## src/rtl/if_id_stage_pkg.sv

```systemverilog
// Shared constants, opcodes and fetch-control state encoding for the IF/ID slice.
// Purely declarative: no logic, no latency, no flow control.
package if_id_stage_pkg;

  localparam logic [5:0]  OP_J         = 6'b000010;
  localparam logic [5:0]  OP_JAL       = 6'b000011;
  localparam logic [5:0]  OP_LW        = 6'b100011;
  localparam logic [31:0] NOP_WORD     = 32'h0000_0000;
  localparam logic [31:0] RESET_PC_DEF = 32'h0000_3000;

  // Records the action taken by the IF/ID register in the previous cycle.
  typedef enum logic [1:0] {
    ST_INIT  = 2'd0,
    ST_RUN   = 2'd1,
    ST_STALL = 2'd2,
    ST_FLUSH = 2'd3
  } state_t;

  function automatic logic is_jump_op(input logic [5:0] op);
    return (op == OP_J) || (op == OP_JAL);
  endfunction

endpackage

```

## src/rtl/if_id_stage_hazard_detect.sv

```systemverilog
// Combinational j/jal decode and load-use hazard check of the ID instruction against EX.
// Zero latency; no state and no flow control of its own.
module hazard_detect
  import if_id_stage_pkg::*;
(
  input  logic [5:0] op,
  input  logic [4:0] rs,
  input  logic [4:0] rt,
  input  logic       valid,
  input  logic       mem_read_ex,
  input  logic [4:0] rt_ex,
  output logic       is_j,
  output logic       hazard
);

  assign is_j = valid && is_jump_op(op);

  // Both source fields are compared for every format; a spurious I-type stall is harmless.
  assign hazard = mem_read_ex && (rt_ex != 5'd0) && valid && !is_j &&
                  ((rt_ex == rs) || (rt_ex == rt));

endmodule

```

## src/rtl/if_id_stage.sv

```systemverilog
// IF/ID register and fetch control: 1-cycle register, stalls fetch (PCWrite=0) for one cycle on load-use.
// Branch/jump redirect flushes the slot to NOP; IFID_PERF_CNT_EN adds stall/flush counters.
module if_id_stage
  import if_id_stage_pkg::*;
#(
  parameter logic [31:0] RESET_PC = RESET_PC_DEF,
  parameter logic [31:0] NOP      = NOP_WORD
) (
  input  logic        clk,
  input  logic        reset,
  input  logic [31:0] instr_IF,
  input  logic [31:0] PC_4_IF,
  input  logic        memRead_EX,
  input  logic [4:0]  rt_EX,
  input  logic        brTaken_EX,
  output logic [31:0] instr_ID,
  output logic [31:0] PC_4_ID,
  output logic [31:0] PC_last,
  output logic        valid_ID,
  output logic        jSig_ID,
  output logic        PCWrite,
  output logic        bubble_EX
`ifdef IFID_PERF_CNT_EN
  ,
  output logic [31:0] stall_cnt,
  output logic [31:0] flush_cnt
`endif
);

  state_t state_q, state_d;
  logic   is_j, hazard;
  logic   ld_fetch, ld_nop;

  hazard_detect u_hazard_detect (
    .op          (instr_ID[31:26]),
    .rs          (instr_ID[25:21]),
    .rt          (instr_ID[20:16]),
    .valid       (valid_ID),
    .mem_read_ex (memRead_EX),
    .rt_ex       (rt_EX),
    .is_j        (is_j),
    .hazard      (hazard)
  );

  always_comb begin
    state_d   = ST_RUN;
    ld_fetch  = 1'b1;
    ld_nop    = 1'b0;
    PCWrite   = 1'b1;
    bubble_EX = 1'b0;
    jSig_ID   = 1'b0;
    if (reset) begin
      state_d  = ST_INIT;
      ld_fetch = 1'b0;
    end else begin
      jSig_ID = is_j;
      if (brTaken_EX) begin
        ld_nop    = 1'b1;
        ld_fetch  = 1'b0;
        bubble_EX = 1'b1;
        state_d   = ST_FLUSH;
      end else if (state_q == ST_INIT) begin
        state_d = ST_RUN;
      end else if (is_j) begin
        // No delay slot: the word fetched alongside the jump is wrong-path.
        ld_nop   = 1'b1;
        ld_fetch = 1'b0;
        state_d  = ST_FLUSH;
      end else if (hazard) begin
        ld_fetch  = 1'b0;
        PCWrite   = 1'b0;
        bubble_EX = 1'b1;
        state_d   = ST_STALL;
      end
    end
  end

  always_ff @(posedge clk) begin
    if (reset) begin
      instr_ID <= NOP;
      PC_4_ID  <= RESET_PC + 32'd4;
      valid_ID <= 1'b0;
      state_q  <= ST_INIT;
    end else begin
      state_q <= state_d;
      if (ld_nop) begin
        // PC_4 keeps tracking the fetch stream so PC_last stays meaningful in a bubble.
        instr_ID <= NOP;
        PC_4_ID  <= PC_4_IF;
        valid_ID <= 1'b0;
      end else if (ld_fetch) begin
        instr_ID <= instr_IF;
        PC_4_ID  <= PC_4_IF;
        valid_ID <= 1'b1;
      end
    end
  end

  assign PC_last = PC_4_ID - 32'd4;

`ifdef IFID_PERF_CNT_EN
  always_ff @(posedge clk) begin
    if (reset) begin
      stall_cnt <= 32'd0;
      flush_cnt <= 32'd0;
    end else begin
      if (hazard && !brTaken_EX) stall_cnt <= stall_cnt + 32'd1;
      if (ld_nop)                flush_cnt <= flush_cnt + 32'd1;
    end
  end
`endif

endmodule

```

## config.mk

```make
export PLATFORM = sky130hd
export DESIGN_NAME = if_id_stage
export DESIGN_NICKNAME = d
export VERILOG_FILES = /design/src/rtl/if_id_stage_pkg.sv /design/src/rtl/if_id_stage_hazard_detect.sv /design/src/rtl/if_id_stage.sv
export SDC_FILE = /design/constraint.sdc
export NUM_CORES = 1
export LEC_CHECK = 0
export CORE_ASPECT_RATIO = 0.5
export CORE_UTILIZATION = 40
export DETAILED_ROUTE_END_ITERATION = 10
export HOLD_SLACK_MARGIN = 0.05
export PLACE_DENSITY = 0.93
export SYNTH_ARGS = -nofsm -noshare
export SYNTH_HDL_FRONTEND = slang
export SYNTH_SLANG_ARGS = --single-unit
```

## constraint.sdc

```tcl
create_clock -name clk -period 3.05 [get_ports clk]
set_input_delay 0.61 -clock clk [delete_from_list [all_inputs] [get_ports clk]]
set_output_delay 0.61 -clock clk [all_outputs]
set_load 0.03 [all_outputs]
```

# [Word level (Yosys, flattened, before mapping)]
# Index checks and enable logic that the tools add are counted.
# W data, S select, Z words.
[totals] output_inout_bits=100 inputBits=73 word_cells=46 register_bits=67
[classes] eq_ne=4 add_sub_neg=1 n_reduce_logical=12 n_mux=25
[ops] op="$mux W32" count=2
[ops] op="$sub A32 B3 Y32 const B" count=1
[ops] op="$mux W1" count=19
[ops] op="$eq A6 B2 Y1 const B" count=2
[ops] op="$eq A5 B5 Y1" count=2
[ops] op="$mux W2" count=4
[ops] op="$logic_and A1 B1 Y1" count=5
[ops] op="$reduce_bool A5 Y1" count=1
[ops] op="$logic_not A2 Y1" count=1
[ops] op="$logic_or A1 B1 Y1" count=2
[ops] op="$reduce_bool A2 Y1" count=1
[ops] op="$reduce_or A2 Y1" count=1
[ops] op="$logic_not A1 Y1" count=1

# [Logic depth before layout (Yosys ltp)]
# Gate-level depths: netlist of run 1.
[depth] ltp_word=13 mapped_depth=8 depth_no_buf=7

# [Hierarchy]
# Synthesis of run 1 repeated with hierarchy kept, for this count alone.
[hier_totals] hier_cells=338 hier_area_um2=2941.6
[modules_own_cells] mod="if_id_stage" cells_each=318 seq_area_each_um2=1341.3 area_per_inst_um2=2791.4 instances=1
[modules_own_cells] mod="hazard_detect" cells_each=20 seq_area_each_um2=0.0 area_per_inst_um2=150.1 instances=1

# [Least setup slack after synthesis of run 1]
# OpenSTA, ideal clock, no wires.
[synth_timing] path_type="flip-flop to output port" from="register PC_4_ID[2]" to="output port PC_last[20]" arrival_ps=2756 path_buffers=1 stages_incl_launch_ff=9 setup_slack_ps=-316 required_time_ps=2440 path_cell_list="dfxtp_1 -> inv_1 -> ha_1 -> nor3b_1 -> nand3b_1 -> or3_1 -> buf_2 -> or3_1 -> xnor2_1"
[synth_between] elab_chain_cells=1
[synth_rtl] item="from (decl)" line_no="if_id_stage.sv:17" rtl="output logic [31:0] PC_4_ID,"
[synth_rtl] item="from (signal assigned)" line_no="if_id_stage.sv:81" rtl="PC_4_ID <= RESET_PC + 32'd4;"
[synth_rtl] item="$sub A32 B3 Y32" line_no="if_id_stage.sv:99" rtl="assign PC_last = PC_4_ID - 32'd4;"
[synth_rtl] item="to (decl)" line_no="if_id_stage.sv:18" rtl="output logic [31:0] PC_last,"
# No other way between the ends.

# [Worst setup path in the final report of run 1]
[layout_timing] from="register PC_4_ID[3]" to="output port PC_last[27]"
# Same word-level chain as after synthesis.

==> flow_summary.json, run 1 <==
{
  "outcome": "complete, no violations",
  "async_reset_ff_share_pct": 0,
  "drv_slew": 0,
  "hpwl_um": 7860,
  "cts_inserted_buffers": 9,
  "regArea_um2": 1350,
  "grt_max_degree": 61,
  "die_h_um": 66.9,
  "multi_input_area_um2": 2060,
  "ant_nets": 0,
  "core_um2": 8090,
  "synth-edff-count": 0,
  "numPortBuffers": 172,
  "hold_viol": 0,
  "track_usage_pct": 27.3,
  "cts_max_level": 3,
  "maxCapViolCount": 0,
  "irDropWorstVdd_mv": 0.291,
  "fin_tns_setup_ns": 0,
  "clock_skew_ns": 0.00457,
  "ys_seq_area_share_pct": 39.7,
  "p_int_mw": 1.82,
  "arrival_ns": 2.42,
  "cts_tree": "built",
  "placed_area_um2": 5280,
  "drt_drc_violations_left": 0,
  "clkLatencyLatePin_ns": 0.33,
  "power_frac_seq_pct": 38.2,
  "cts-root-buf": "clkbuf_16",
  "first_pass_iters": 4,
  "p_clk_share_pct": 39.2,
  "period_share_pct": 99.4,
  "required_ns": 2.44,
  "synth.avg_cell_area_um2": 8.29,
  "initial_core_util_pct": 41.7,
  "fin_area_um2": 5760,
  "totalWireLength_um": 12200,
  "met2_usage_pct": 49.2,
  "p_leak_nw": 2.07,
  "antenna_found_initial": 0,
  "tightestPinTransition_ns": 0.669,
  "gp_congestion": 0.827,
  "layout_common_cells": "clkdlybuf4s50_1, dfxtp_1, o21ai_0, buf_4, nand3_1",
  "synth_area_um2": 3370,
  "hold_buffers": 0,
  "ys_ff_latch": 67,
  "dieArea_um2": 8830,
  "relSlewSlack_pct": 55.4,
  "grt_overflow_total": 0,
  "row_count": 23,
  "cts_sinks": 67,
  "synthCells": 407,
  "via_per_inst": 5.54,
  "wl_per_cell_um": 17.6,
  "grt_pass1_vias": 3741,
  "grt_setup_unrepaired": "true",
  "utilization_pct": 71.2,
  "io_pins": 173,
  "fmax_ghz": 0.330,
  "cts.reportedPaths.clkPinSlew_ns": 0.06,
  "switching_power_uw": 734,
  "pwr-share-comb_pct": 22.6,
  "dr_total_vias": 3852,
  "hp-class": "reg2reg",
  "ys.flop_type": "dfxtp_1",
  "criticalPathCategory": "reg2out",
  "power.density_nw_per_um2": 444,
  "synth_cell_types": 37,
  "yosys_warnings": 0,
  "syn2layout_area_growth_pct": 70.7,
  "use_met3_pct": 7.00,
  "finalSetupViolCount": 0,
  "drt_iter0_markers": 221,
  "grt_util_met1_pct": 30.5,
  "drive_above_1_share_pct": 16.6,
  "grt_pass1_wl_um": 18900,
  "n_antenna_cell": 0,
  "path_max_fanout": 5,
  "period_needed_ns": 3.03,
  "fillers": 591,
  "clockBufferDepth": 2,
  "power_mw": 2.56,
  "syn_nets": 481,
  "switching_share_pct": 28.7,
  "nNetsFinal": 652,
  "cp-end-kind": "primary output",
  "die_width_um": 132,
  "start_kind": "register",
  "grt-busiest-layer": "met2",
  "layout_commonest_cell": "clkdlybuf4s50_1"
}
final timing paths:
kind                            slack [ns]  depth (start not counted)     endpoint          from
worst max-delay path                  0.02                          7  PC_last[27]    PC_4_ID[3]
worst min-delay path                  0.46                          2  instr_ID[2]   instr_ID[2]
worst max register to register        0.97                          6   PC_4_ID[6]  instr_ID[25]
worst min register to register        0.46                          2  instr_ID[2]   instr_ID[2]
worst max-delay path, cell delays in order (launching register included):
cell and delay (ns):
dfxtp_2 0.34, or4_4 0.57, nor4_4 0.24, buf_4 0.16
nand3_4 0.09, or3_4 0.36, xnor2_2 0.17, buf_6 0.15
cells in the mapped netlist (7+ instances only):
cell	count	share of area [%]
o21ai_0	62	9.2
nand3_1	35	5.2
a21oi_1	30	4.4
or3_1	9	1.7
clkbuf_1	34	3.8
nor2_1	17	1.9
a21boi_0	31	6.9
nor3_1	7	1.0
nand4_1	30	5.6
nand2_1	10	1.1
dfxtp_1	67	40
xnor2_1	22	5.7
xor2_1	14	3.6
through the flow:
step           setup WS [ns]  cells  hold WS, ns
3_5_place_dp           0.118    672        0.461
5_1_grt              -0.0740    695        0.493
3_3_place_gp           0.151    672        0.450
2_1_floorplan         0.0529    407        0.558
6_report              0.0184    695        0.464
4_1_cts              0.00111    692        0.466
metal layers:
layer,vias to the layer above,wire (um)
met4,0,404
met2,173,6190
met1,1827,4920
met3,33,721
li1,1819,-
met5,-,0
registers in the layout, indices dropped and copies added, names as in the netlist:
signal	cells
PC_4_ID	32
state_q	2
instr_ID	32
valid_ID	1
repair_timing:
| item | 4_1_cts | 5_1_grt |
|---|---|---|
| gates resized for setup | 21 | 24 |
| pin swaps | 5 | 7 |
| endpoints found under the hold margin | 0 | 0 |
| endpoints found under the setup margin | 16 | 15 |
| buffers inserted | 4 | 3 |
cell type report:
cell class,instances,share of cell area (%)
sequential,67,23.4
inverter,4,0.261
clock inverter,1,0.0869
clock buffer,15,5.00
timing repair buffer,197,33.0
multi-input combinational,299,35.8
tap,112,2.43
power by group through the flow:
stage	Combinational [mW]	Sequential, mW	Clock, mW
3_5_place_dp	0.559	0.988	0
4_1_cts	0.567	0.973	1.01
6_report	0.577	0.977	1.00
3_3_place_gp	0.552	0.985	0
2_1_floorplan	0.203	1.06	0
5_1_grt	0.608	0.983	1.07
cells by family (layout without fill, tap and decap cells):
logic type | Yosys count | count (layout) | share of synthesized area (%)
AND/OR/NAND/NOR | 130 | 130 | 23.0
AO/OA/AOI/OAI | 129 | 129 | 21.8
flip-flops | 67 | 67 | 39.7
buffers and inverters | 41 | 217 | 4.82
XOR/XNOR | 36 | 36 | 9.34
multiplexers | 3 | 3 | 0.890
adder cells (fa/ha/maj) | 1 | 1 | 0.371
No activity file was read; power rests on OpenSTA's default activity.
==> run 2, diff against run 1 <==
- PLACE_DENSITY: 0.93 -> 0.92
==> flow_summary.json, run 2 (synthesis gave the netlist of run 1 again) <==
{
  "outcome": "finished with violations",
  "violations": "setup timing",
  "arrival_ns": 2.52,
  "hp-class": "reg2reg",
  "worstHoldPathCells": 2,
  "hold_buffers": 0,
  "die_width_um": 132,
  "irDropWorstVdd_mv": 0.342,
  "worst_slack_ns": -0.0831,
  "relSlewSlack_pct": 56.5,
  "tightestPinTransition_ns": 0.653,
  "die_h_um": 66.9,
  "grt_overflow_total": 0,
  "startpoint": "PC_4_ID[3]",
  "path_max_fanout": 5,
  "start_kind": "register",
  "antenna_found_initial": 0,
  "period_needed_ns": 3.13,
  "clkLatencyLatePin_ns": 0.33,
  "reg2reg_slack_ns": 1.13,
  "reg_top3": "PC_4_ID (32), instr_ID (32), state_q (2)",
  "initial_core_util_pct": 41.7,
  "finalSetupViolCount": 3,
  "place_ws_ns": 0.0804,
  "grt_max_degree": 61,
  "io_pins": 173,
  "drt_iter0_markers": 259,
  "pwr-share-comb_pct": 22.4,
  "drt_drc_violations_left": 0,
  "switching_power_uw": 742,
  "period_share_pct": 103,
  "criticalPathCategory": "reg2out",
  "reg2reg_depth": 6,
  "layout_common_cells": "clkdlybuf4s50_1, dfxtp_1, o21ai_0, buf_4, nand3_1",
  "cts_inserted_buffers": 9,
  "fin_area_um2": 5760,
  "drive_above_1_share_pct": 17.2,
  "utilization_pct": 71.3,
  "ant_nets": 0,
  "cts.reportedPaths.clkPinSlew_ns": 0.05,
  "syn2layout_area_growth_pct": 70.7,
  "p_leak_nw": 2.05,
  "maxCapViolCount": 0,
  "min-delay-start": "instr_ID[10]",
  "power_mw": 2.58,
  "cts-root-buf": "clkbuf_16",
  "drv_slew": 0,
  "whs_endpoint": "instr_ID[10]",
  "r2r-start": "instr_ID[22]",
  "p_int_mw": 1.84,
  "cts_sinks": 67,
  "grt_pass1_wl_um": 18100,
  "grt_pass1_vias": 3643,
  "fmax_ghz": 0.319,
  "cp-end-kind": "primary output",
  "hold_viol": 0,
  "layout_commonest_cell": "clkdlybuf4s50_1",
  "power_frac_seq_pct": 37.8,
  "gp_congestion": 0.808,
  "dr_total_vias": 3888,
  "row_count": 23,
  "hpwl_um": 7710,
  "cts_max_level": 3,
  "clock_skew_ns": 0.00643,
  "track_usage_pct": 25.9,
  "holdWs_ns": 0.470,
  "nNetsFinal": 656,
  "clockBufferDepth": 2,
  "grt_setup_unrepaired": "true",
  "required_ns": 2.44,
  "n_antenna_cell": 0,
  "numPortBuffers": 172,
  "core_um2": 8090,
  "dieArea_um2": 8830,
  "placed_area_um2": 5270,
  "r2r-end": "PC_4_ID[29]",
  "wl_per_cell_um": 16.8,
  "switching_share_pct": 28.8,
  "cts_tree": "built",
  "totalWireLength_um": 11800,
  "first_pass_iters": 4,
  "p_clk_share_pct": 39.8,
  "power.density_nw_per_um2": 447,
  "via_per_inst": 5.56
}
run 2: changes by cell type in the layout (fill, tap and decap cells not counted), sizes merged:
cell | before | now
clkinvlp | 0 | 1
clkdlybuf4s15 | 1 | 0
dlymetal6s2s | 3 | 0
clkinv | 1 | 3
dlygate4sd2 | 3 | 6
clkbuf | 16 | 13
clkdlybuf4s50 | 145 | 146
bufinv | 0 | 1
buf | 44 | 47
run 2: cell type report:
| class | instances | area, um^2 |
|---|---|---|
| Fill cell | 605 | 2320 |
| Multi-Input combinational cell | 299 | 2080 |
| Timing Repair Buffer | 201 | 1890 |
| Sequential cell | 67 | 1350 |
| Clock buffer | 11 | 243 |
| Tap cell | 112 | 140 |
| Clock inverter | 5 | 52.6 |
| Inverter | 4 | 15.0 |
run 2: per-layer routing:
layer / global-route usage [%] / part of all wire [%] / vias to the layer above
met2: 47.1 / 51 / 149
met3: 5.78 / 5.1 / 33
met5: 0 / 0 / -
met1: 29.5 / 41 / 1877
met4: 12.9 / 3.3 / 0
li1: - / - / 1829
run 2: worst max-delay path by stage:
stage / to / cells after the start
finish: PC_last[27] / 7
global route: PC_last[27] / 7
CTS: PC_last[27] / 6
detailed placement: PC_last[12] / 7
global placement: PCWrite / 7
floorplan: PC_last[27] / 5
run 2: repair_timing:
action                                  4_1_cts  5_1_grt
gates resized for setup                      19       21
endpoints found under the setup margin       15       11
pin swaps                                     1       10
setup buffers                                 2        8
run 2: power by group through the flow:
stage	sequential (mW)	clock, mW	combinational [mW]
6_report	0.973	1.03	0.578
5_1_grt	0.979	1.07	0.609
4_1_cts	0.970	1.04	0.563
3_5_place_dp	0.986	0	0.559
3_3_place_gp	0.983	0	0.554
2_1_floorplan	1.06	0	0.203
run 2: worst max-delay path: stages, from the launching register on:
cell,delay [ns]
dfxtp_2,0.33
or4_4,0.57
nor4_4,0.28
buf_4,0.18
nand3_4,0.10
or3_4,0.37
xnor2_2,0.20
buf_6,0.16
run 2: per-stage QoR:
step / std cells / TNS, ns
after floorplan: 407 / 0
after global placement: 673 / 0
after detailed placement: 673 / 0
after CTS: 691 / -0.0359
after global routing: 699 / -0.685
final: 699 / -0.152
